$ cat src/rtl/peripheral_apb4_master_bridge.sv
// Purpose : valid/ready command port to APB4 master (SETUP/ACCESS), with a PREADY watchdog.
// Latency : command accepted at edge N -> rsp_valid visible after edge N+2, plus one cycle per wait state.
// Backpressure: cmd_ready is high only in IDLE, so one transfer is in flight at a time.
//
// Ports
//   PCLK, PRESET          clock, synchronous active-high reset
//   cmd_valid/cmd_ready   host command handshake
//   cmd_write/addr/wdata/strb  command fields, sampled only on acceptance
//   rsp_valid             one-cycle completion strobe
//   rsp_rdata, rsp_err    read data / error, held until the next rsp_valid
//   PSEL..PWDATA          APB4 master request outputs (all registered)
//   PRDATA, PREADY, PSLVERR  APB4 slave response inputs
module peripheral_apb4_master_bridge #(
  parameter int PADDR_SIZE = 4,
  parameter int PDATA_SIZE = 8,
  parameter int TIMEOUT    = 16
) (
  input  logic                    PCLK,
  input  logic                    PRESET,
  input  logic                    cmd_valid,
  output logic                    cmd_ready,
  input  logic                    cmd_write,
  input  logic [PADDR_SIZE-1:0]   cmd_addr,
  input  logic [PDATA_SIZE-1:0]   cmd_wdata,
  input  logic [PDATA_SIZE/8-1:0] cmd_strb,
  output logic                    rsp_valid,
  output logic [PDATA_SIZE-1:0]   rsp_rdata,
  output logic                    rsp_err,
  output logic                    PSEL,
  output logic                    PENABLE,
  output logic [PADDR_SIZE-1:0]   PADDR,
  output logic                    PWRITE,
  output logic [PDATA_SIZE/8-1:0] PSTRB,
  output logic [PDATA_SIZE-1:0]   PWDATA,
  input  logic [PDATA_SIZE-1:0]   PRDATA,
  input  logic                    PREADY,
  input  logic                    PSLVERR
);

  localparam int STRB_W = PDATA_SIZE / 8;
  // Watchdog counter wide enough to hold TIMEOUT; one bit when the watchdog is disabled.
  localparam int CNT_W  = (TIMEOUT > 0) ? $clog2(TIMEOUT + 1) : 1;
  // The transfer is abandoned in the ACCESS cycle whose stalled PREADY would bring
  // the count to TIMEOUT, so TIMEOUT=N allows exactly N ACCESS cycles.
  localparam logic [CNT_W-1:0] CNT_LAST = (TIMEOUT > 0) ? CNT_W'(TIMEOUT - 1) : '0;
  localparam logic [CNT_W-1:0] CNT_SAT  = (TIMEOUT > 0) ? CNT_W'(TIMEOUT)     : '1;

  typedef enum logic [1:0] {
    ST_IDLE   = 2'd0,
    ST_SETUP  = 2'd1,
    ST_ACCESS = 2'd2
  } state_e;

  state_e                  state_q,     state_d;
  logic                    psel_q,      psel_d;
  logic                    penable_q,   penable_d;
  logic [PADDR_SIZE-1:0]   paddr_q,     paddr_d;
  logic                    pwrite_q,    pwrite_d;
  logic [STRB_W-1:0]       pstrb_q,     pstrb_d;
  logic [PDATA_SIZE-1:0]   pwdata_q,    pwdata_d;
  logic                    rsp_valid_q, rsp_valid_d;
  logic [PDATA_SIZE-1:0]   rsp_rdata_q, rsp_rdata_d;
  logic                    rsp_err_q,   rsp_err_d;
  logic [CNT_W-1:0]        wd_cnt_q,    wd_cnt_d;
  logic                    wd_expire;

  assign wd_expire = (TIMEOUT > 0) && (wd_cnt_q == CNT_LAST);

  // Next-state and output logic
  always_comb begin
    state_d     = state_q;
    psel_d      = psel_q;
    penable_d   = penable_q;
    paddr_d     = paddr_q;
    pwrite_d    = pwrite_q;
    pstrb_d     = pstrb_q;
    pwdata_d    = pwdata_q;
    rsp_valid_d = 1'b0;
    rsp_rdata_d = rsp_rdata_q;
    rsp_err_d   = rsp_err_q;
    wd_cnt_d    = wd_cnt_q;

    unique case (state_q)
      ST_IDLE: begin
        if (cmd_valid) begin
          state_d   = ST_SETUP;
          psel_d    = 1'b1;
          penable_d = 1'b0;
          pwrite_d  = cmd_write;
          paddr_d   = cmd_addr;
          pwdata_d  = cmd_wdata;
          // Reads never carry byte enables on the bus.
          pstrb_d   = cmd_write ? cmd_strb : '0;
        end
      end

      ST_SETUP: begin
        state_d   = ST_ACCESS;
        penable_d = 1'b1;
        wd_cnt_d  = '0;
      end

      ST_ACCESS: begin
        if (PREADY) begin
          // A real completion takes priority over a watchdog expiry in the same cycle.
          state_d     = ST_IDLE;
          psel_d      = 1'b0;
          penable_d   = 1'b0;
          rsp_valid_d = 1'b1;
          rsp_rdata_d = pwrite_q ? '0 : PRDATA;
          rsp_err_d   = PSLVERR;
        end else if (wd_expire) begin
          state_d     = ST_IDLE;
          psel_d      = 1'b0;
          penable_d   = 1'b0;
          rsp_valid_d = 1'b1;
          rsp_rdata_d = '0;
          rsp_err_d   = 1'b1;
          if (wd_cnt_q != CNT_SAT) begin
            wd_cnt_d = wd_cnt_q + CNT_W'(1);
          end
        end else if (wd_cnt_q != CNT_SAT) begin
          wd_cnt_d = wd_cnt_q + CNT_W'(1);
        end
      end

      default: begin
        state_d   = ST_IDLE;
        psel_d    = 1'b0;
        penable_d = 1'b0;
      end
    endcase
  end

  // State register; reset also aborts any transfer in flight without a response.
  always_ff @(posedge PCLK) begin
    if (PRESET) begin
      state_q     <= ST_IDLE;
      psel_q      <= 1'b0;
      penable_q   <= 1'b0;
      paddr_q     <= '0;
      pwrite_q    <= 1'b0;
      pstrb_q     <= '0;
      pwdata_q    <= '0;
      rsp_valid_q <= 1'b0;
      rsp_rdata_q <= '0;
      rsp_err_q   <= 1'b0;
      wd_cnt_q    <= '0;
    end else begin
      state_q     <= state_d;
      psel_q      <= psel_d;
      penable_q   <= penable_d;
      paddr_q     <= paddr_d;
      pwrite_q    <= pwrite_d;
      pstrb_q     <= pstrb_d;
      pwdata_q    <= pwdata_d;
      rsp_valid_q <= rsp_valid_d;
      rsp_rdata_q <= rsp_rdata_d;
      rsp_err_q   <= rsp_err_d;
      wd_cnt_q    <= wd_cnt_d;
    end
  end

  assign cmd_ready = (state_q == ST_IDLE);
  assign rsp_valid = rsp_valid_q;
  assign rsp_rdata = rsp_rdata_q;
  assign rsp_err   = rsp_err_q;
  assign PSEL      = psel_q;
  assign PENABLE   = penable_q;
  assign PADDR     = paddr_q;
  assign PWRITE    = pwrite_q;
  assign PSTRB     = pstrb_q;
  assign PWDATA    = pwdata_q;

  // APB protocol sanity properties
  a_enable_implies_sel: assert property (@(posedge PCLK) disable iff (PRESET)
    PENABLE |-> PSEL);

  a_setup_then_access: assert property (@(posedge PCLK) disable iff (PRESET)
    (PSEL && !PENABLE) |=> (PSEL && PENABLE && $stable(PADDR) && $stable(PWRITE)
                            && $stable(PWDATA) && $stable(PSTRB)));

  a_read_no_strobe: assert property (@(posedge PCLK) disable iff (PRESET)
    (PSEL && !PWRITE) |-> (PSTRB == '0));

  a_rsp_single_pulse: assert property (@(posedge PCLK) disable iff (PRESET)
    rsp_valid |=> !rsp_valid);

endmodule

$ cat config.mk
export PLATFORM = sky130hd
export DESIGN_NAME = peripheral_apb4_master_bridge
export DESIGN_NICKNAME = d
export VERILOG_FILES = /design/src/rtl/peripheral_apb4_master_bridge.sv
export SDC_FILE = /design/constraint.sdc
export NUM_CORES = 1
export LEC_CHECK = 0
export ABC_AREA = 1
export BUFFER_PORTS_ARGS = -buffer_cell sky130_fd_sc_hd__buf_2
export CAP_MARGIN = 20
export CELL_PAD_IN_SITES_DETAIL_PLACEMENT = 0
export CELL_PAD_IN_SITES_GLOBAL_PLACEMENT = 2
export CORE_ASPECT_RATIO = 0.5
export CORE_UTILIZATION = 25
export DETAILED_ROUTE_END_ITERATION = 10
export PLACE_DENSITY_LB_ADDON = 0.1
export SYNTH_ARGS = -nofsm -noshare
export SYNTH_HDL_FRONTEND = slang
export SYNTH_SLANG_ARGS = --single-unit
$ cat constraint.sdc
create_clock -name PCLK -period 1.9 [get_ports PCLK]
set_input_delay 0.095 -clock PCLK [delete_from_list [all_inputs] [get_ports PCLK]]
set_output_delay 0.095 -clock PCLK [all_outputs]
set_load 0.02 [all_outputs]
==> flow_summary.yaml, run 1 <==
synthesis:
  syn_inst: 167
  synth_mux_area_share_pct: 0
  synthAdderAreaFrac_pct: 2.85
  yosysWarnings: 0
  synthDistinctLibCells: 23
  synth_area_per_cell_sq_um: 7.90
  syn-cell-area_sq_mm: 0.00132
  yosysTopAreaCell: "dfxtp_1"
  yosys-top-cells-area: "dfxtp_1, nand2_1, nor2_1"
  synth_top_area_share_pct: 48.6
  synth_seq_cells: 32
  synth_fp_nets: 197
  synthXorXnorAreaFrac_pct: 0
  synth_compound_area_share_pct: 12.3
  seq_area_frac_synth_pct: 48.6
  synthSimpleGateAreaFrac_pct: 30.7
  synth_top_family_by_area: "simple AND/OR/NAND/NOR gates"
grt:
  antenna_found_initial: 0
  grt_start_max_net_pins: 19
  grt_pass1_wl_mm: 4.89
  overflow: 0
  grt_util_all_layers_pct: 11.7
  grt_pass1_vias: 1043
timing:
  worst_slew_pin_slew_ns: 0.469
  final_hold_viol_count: 0
  fin_crit_sh_pct: 83.3
  finalSetupTns_ns: 0
  clock_skew_ns: 0.00305
  fmax_mhz: 632
  rsz0062_at_grt: "no"
  slew_headroom_pct: 68.7
  setup_viol: 0
  whs_ns: 0.0580
  slew_violations: 0
  fin_crit_ns: 1.58
cts:
  root_buffer: "clkbuf_8"
  cts_sinks: 32
  numCtsBuffers: 5
  clkTransAtPathRegs_ns: 0.07
  cts_buffer_depth: 2
  clock_latency_ns: 0.28
  post-cts-setup-buffers: 0
  cts_resized: 0
  cts_tree: "yes"
  cts_hold_buf: 0
  h-tree-depth: 2
floorplanning:
  die_area_sq_mm: 0.00559
  row_count: 18
  design.core.area_sq_mm: 0.00500
  fp.dieW_um: 105
  start_util_pct: 26.4
  num_io_pins: 54
  die_h_um: 53.4
power:
  netSwitchingPower_w: 0.000406
  pwr-share-clk_pct: 34.2
  ir_worst_vdd_uv: 283
  p_sw_share_pct: 28.2
  p_total_w: 0.00144
  power_density_mw_per_mm2: 836
  combPwrFrac_pct: 15.1
  p_int_w: 0.00103
  p_leak_nw: 0.797
  power_frac_seq_pct: 50.7
critical_path:
  arrival_ns: 1.79
  crit_type: "reg2reg"
  end_kind: "flop"
  crit_fanout: 10
  critPathLaunchType: "flop"
  required_ns: 2.11
placed_design:
  port_buffers: 53
  dp.cells: 285
  post-dp-hpwl_mm: 2.16
  place_congestion: 0.759
drt:
  vias: 1192
  dr.pass1.iters: 4
  drt-met1-wl_mm: 1.62
  wl_per_cell_um: 10.7
  drtAntennaViolNets: 0
  top_layer: "met4"
  wl_met3_um: 184
  viasPerCell: 4.08
  wl_met2_mm: 1.30
  routed_wl_mm: 3.13
  drt_iter0_drc: 40
  drc_errors: 0
status:
  status: "finished clean"
final_layout:
  n_antenna_cell: 0
  stdcell_count: 292
  drive_above_1_share_pct: 32.9
  fin_nets: 252
  syn2layout_area_growth_pct: 30.6
worst_hold_path:
  hold_class: "in2reg"
job:
  max_cap_viol_count: 0
==> worst paths after layout <==
check	startpoint	endpoint	slack (ns)	cells after the start
hold reg to reg	rsp_err$_SDFFE_PP0P_	rsp_err$_SDFFE_PP0P_	0.46	2
setup / recovery	wd_cnt_q[0]$_SDFFE_PP0P_	rsp_rdata[6]$_SDFFE_PP0P_	0.32	7
hold / removal	PRDATA[7]	rsp_rdata[7]$_SDFFE_PP0P_	0.06	3
setup reg to reg	wd_cnt_q[0]$_SDFFE_PP0P_	rsp_rdata[6]$_SDFFE_PP0P_	0.32	7
==> cell usage in the layout, fill, tap and decap left out <==
cell / instances
nand2_4: 4
nor2_2: 2
o21ai_0: 13
buf_2: 53
nor2_1: 30
a21oi_2: 1
nand2_2: 1
dfxtp_1: 32
a21oi_1: 16
clkbuf_1: 1
nand2_1: 32
nor3b_1: 1
nor2_4: 2
inv_1: 10
inv_2: 2
clkinv_2: 1
nor2_8: 1
clkbuf_8: 5
o21ai_2: 1
nand3_1: 9
ha_1: 3
nand3b_1: 1
nand4_1: 1
==> sequential cells by signal, summed over array words and instances, names as in the netlist <==
register,cells
PADDR,4
PSEL,1
PSTRB,1
PWDATA,8
PWRITE,1
rsp_err,1
rsp_rdata,8
rsp_valid,1
state_q,2
wd_cnt_q,5
==> synth_stat cells, drive strengths merged <==
cell type	count
clkbuf	1
nand2	37
nand3	9
ha	3
nand4	1
inv	12
dfxtp	32
buf	4
nor3b	1
nor2	35
nand3b	1
o21ai	14
a21oi	17
==> cells by family (layout without fill, tap and decap cells) <==
family                   count (synthesis)  count (layout)
AND/OR/NAND/NOR                         84              84
flip-flops                              32              32
buffers and inverters                   17              72
AO/OA/AOI/OAI                           31              31
adder cells (fa/ha/maj)                  3               3
==> per-stage QoR <==
stage	util [%]	setup WS, ns	area [sq um]
6_report	34.4	0.317	1720
5_1_grt	34.4	0.109	1720
4_1_cts	34.4	0.285	1720
3_5_place_dp	32.9	0.302	1640
3_3_place_gp	32.9	0.382	1640
2_1_floorplan	-	0.543	1320
==> power groups by stage <==
stage	combinational, W	clock, W	sequential, W
after floorplan	0.000101	0	0.000785
after global placement	0.000222	0	0.000745
after detailed placement	0.000222	0	0.000746
after CTS	0.000222	0.000518	0.000731
after global routing	0.000241	0.000552	0.000735
final	0.000217	0.000492	0.000730
==> area by class of cell <==
cell class | instances | area (sq um)
Inverter | 12 | 45.0
Sequential cell | 32 | 641
Clock buffer | 6 | 72.6
Fill cell | 567 | 3280
Multi-Input combinational cell | 118 | 606
Clock inverter | 1 | 5.00
Tap cell | 70 | 87.6
Timing Repair Buffer | 53 | 265
==> critical path, cell delays in order, from the launching register on <==
cell	delay, ns
dfxtp_1	0.35
ha_1	0.22
nand2_1	0.08
nor2_1	0.04
ha_1	0.20
o21ai_2	0.38
nand2_1	0.09
a21oi_1	0.15
==> metal layers <==
layer	track usage, %	vias up
li1	-	641
met1	14.6	515
met2	18.1	32
met3	4.93	4
met4	4.23	0
met5	0	-
(Power assumes the default switching activity.)
==> run 2: changes to the inputs <==
Settings changed: CORE_UTILIZATION 25 to 23.
Clock period 1.9 ns to 1.3 ns, I/O delays scaled along.
==> run 2 against run 1 <==
Compared with the run above: the run now ends with negative setup slack left; sequential power rose by 47%; critical path depth rose by 1; register-to-register slack got worse by 0.33 ns; first-iteration DRC count rose by 7.5%; setup slack got worse by 0.33 ns; die area rose by 8.4%; flip-flop and latch count did not move; critical endpoint is now rsp_rdata[1]$_SDFFE_PP0P_; largest cell class is now multi-input combinational cells; largest power group is now the clock network.
==> flow_summary.yaml, run 2 (synthesis results as in run 1) <==
critical_path:
  critPathLaunchType: "flop"
  arrival_ns: 1.52
  required_ns: 1.50
  crit_fanout: 10
  crit_type: "reg2reg"
  end_kind: "flop"
drt:
  wl_per_cell_um: 11.0
  drt_iter0_drc: 43
  drc_errors: 0
  drtAntennaViolNets: 0
  vias: 1285
  routed_wl_mm: 3.36
  dr.pass1.iters: 4
  viasPerCell: 4.19
final_layout:
  fillers: 592
  n_antenna_cell: 0
  most-common-layout-cells: "buf_2, dfxtp_1, nor2_1"
  ff_latch_area_sq_um: 643
  multi_input_area_sq_um: 697
  fin_nets: 263
  syn2layout_area_growth_pct: 55.3
  mostFrequentLayoutCell: "buf_2"
  stdcell_count: 307
  final_area_sq_mm: 0.00205
  drive_above_1_share_pct: 44.4
  final_core_util_pct: 37.3
timing:
  layout_setup_ws_ns: -0.0138
  setup_viol: 9
  slew_violations: 0
  fin_crit_ns: 1.31
  fmax_mhz: 761
  clock_skew_ns: 0.00421
  worst_slew_pin_slew_ns: 0.345
  slew_headroom_pct: 77.0
  fin_crit_sh_pct: 101
  rsz0062_at_grt: "yes"
  final_hold_viol_count: 0
floorplanning:
  die_h_um: 55.5
  design.core.area_sq_mm: 0.00549
  num_io_pins: 54
  row_count: 19
  die_area_sq_mm: 0.00606
  fp.dieW_um: 109
  start_util_pct: 24.0
placed_design:
  port_buffers: 53
  dp_worst_setup_slack_ns: -0.129
  dp.cells: 296
  post-dp-hpwl_mm: 2.34
  placed_area_sq_mm: 0.00173
  place_congestion: 0.738
grt:
  grt_start_max_net_pins: 18
  grt_pass1_wl_mm: 5.31
  grt_pass1_vias: 1152
  grt_util_all_layers_pct: 12.0
  antenna_found_initial: 0
  overflow: 0
cts:
  clock_latency_ns: 0.27
  cts_hold_buf: 0
  root_buffer: "clkbuf_16"
  clkTransAtPathRegs_ns: 0.05
  cts_buffer_depth: 2
  cts_tree: "yes"
  cts_sinks: 32
  numCtsBuffers: 5
  h-tree-depth: 2
job:
  max_cap_viol_count: 0
power:
  ir_worst_vdd_uv: 661
  p_leak_nw: 0.921
  power_density_mw_per_mm2: 1390
  p_total_w: 0.00285
worst_hold_path:
  hold_class: "in2reg"
status:
  status: "finished with violations"
  violations: "negative setup slack"
==> run 2: changes by cell type in the layout (fill, tap and decap cells not counted), moves of 3 or more <==
| cell | previous run | this run |
|---|---|---|
| buf_4 | 0 | 6 |
| clkbuf_16 | 0 | 5 |
| nand2_1 | 32 | 27 |
| inv_1 | 10 | 6 |
| nand2_2 | 1 | 5 |
| buf_6 | 0 | 3 |
| clkbuf_8 | 5 | 2 |
| ha_1 | 3 | 0 |
| ha_4 | 0 | 3 |
==> run 2: critical path, cell delays in order, from the launching register on <==
cell	delay (ns)
dfxtp_2	0.33
ha_4	0.16
nand2_2	0.07
nor2_2	0.05
ha_4	0.16
o21ai_4	0.14
buf_12	0.14
nand2_1	0.05
a21oi_1	0.13
==> run 2: layout make-up <==
cell class                 instances  area share [%]
inverter                          12            2.44
clock buffer                       7            7.45
multi-input combinational        118            34.0
tap                               73            4.46
clock inverter                     1            1.47
timing repair buffer              64            18.8
sequential                        32            31.4
==> run 2: what timing repair did <==
action	in CTS	in global routing
buffers inserted	1	2
gates resized for setup	4	24
gates cloned	0	0
endpoints found under the setup margin	16	15
pin swaps	3	3
endpoints found under the hold margin	0	0
==> run 2: path summary, 6_finish.rpt <==
kind	startpoint	endpoint	slack, ns	cells after the start
worst max register to register	wd_cnt_q[0]$_SDFFE_PP0P_	rsp_rdata[1]$_SDFFE_PP0P_	-0.01	8
worst min register to register	rsp_err$_SDFFE_PP0P_	rsp_err$_SDFFE_PP0P_	0.45	2
worst min-delay path	PRDATA[6]	rsp_rdata[6]$_SDFFE_PP0P_	0.03	3
worst max-delay path	wd_cnt_q[0]$_SDFFE_PP0P_	rsp_rdata[1]$_SDFFE_PP0P_	-0.01	8
==> run 2: per-layer routing <==
layer / vias up / wire, um / GRT usage [%]
li1: 664 / - / -
met1: 582 / 1520 / 14.6
met2: 35 / 1560 / 18.4
met3: 4 / 244 / 4.96
met4: 0 / 40 / 5.21
met5: - / 0 / 0
==> run 2: report_power, final <==
part	switching [W]	internal, W	leakage [nW]
Combinational	0.000218	0.000139	0.568
Clock	0.000419	0.00101	0.0901
Sequential	0.0000340	0.00104	0.263
==> run 2: stage by stage <==
step | setup TNS (ns) | hold slack, ns
4_1_cts | -0.204 | 0.0287
3_5_place_dp | -1.11 | 0.318
2_1_floorplan | -0.0282 | 0.208
6_report | -0.0657 | 0.0332
3_3_place_gp | -0.909 | 0.310
5_1_grt | -0.797 | 0.0379
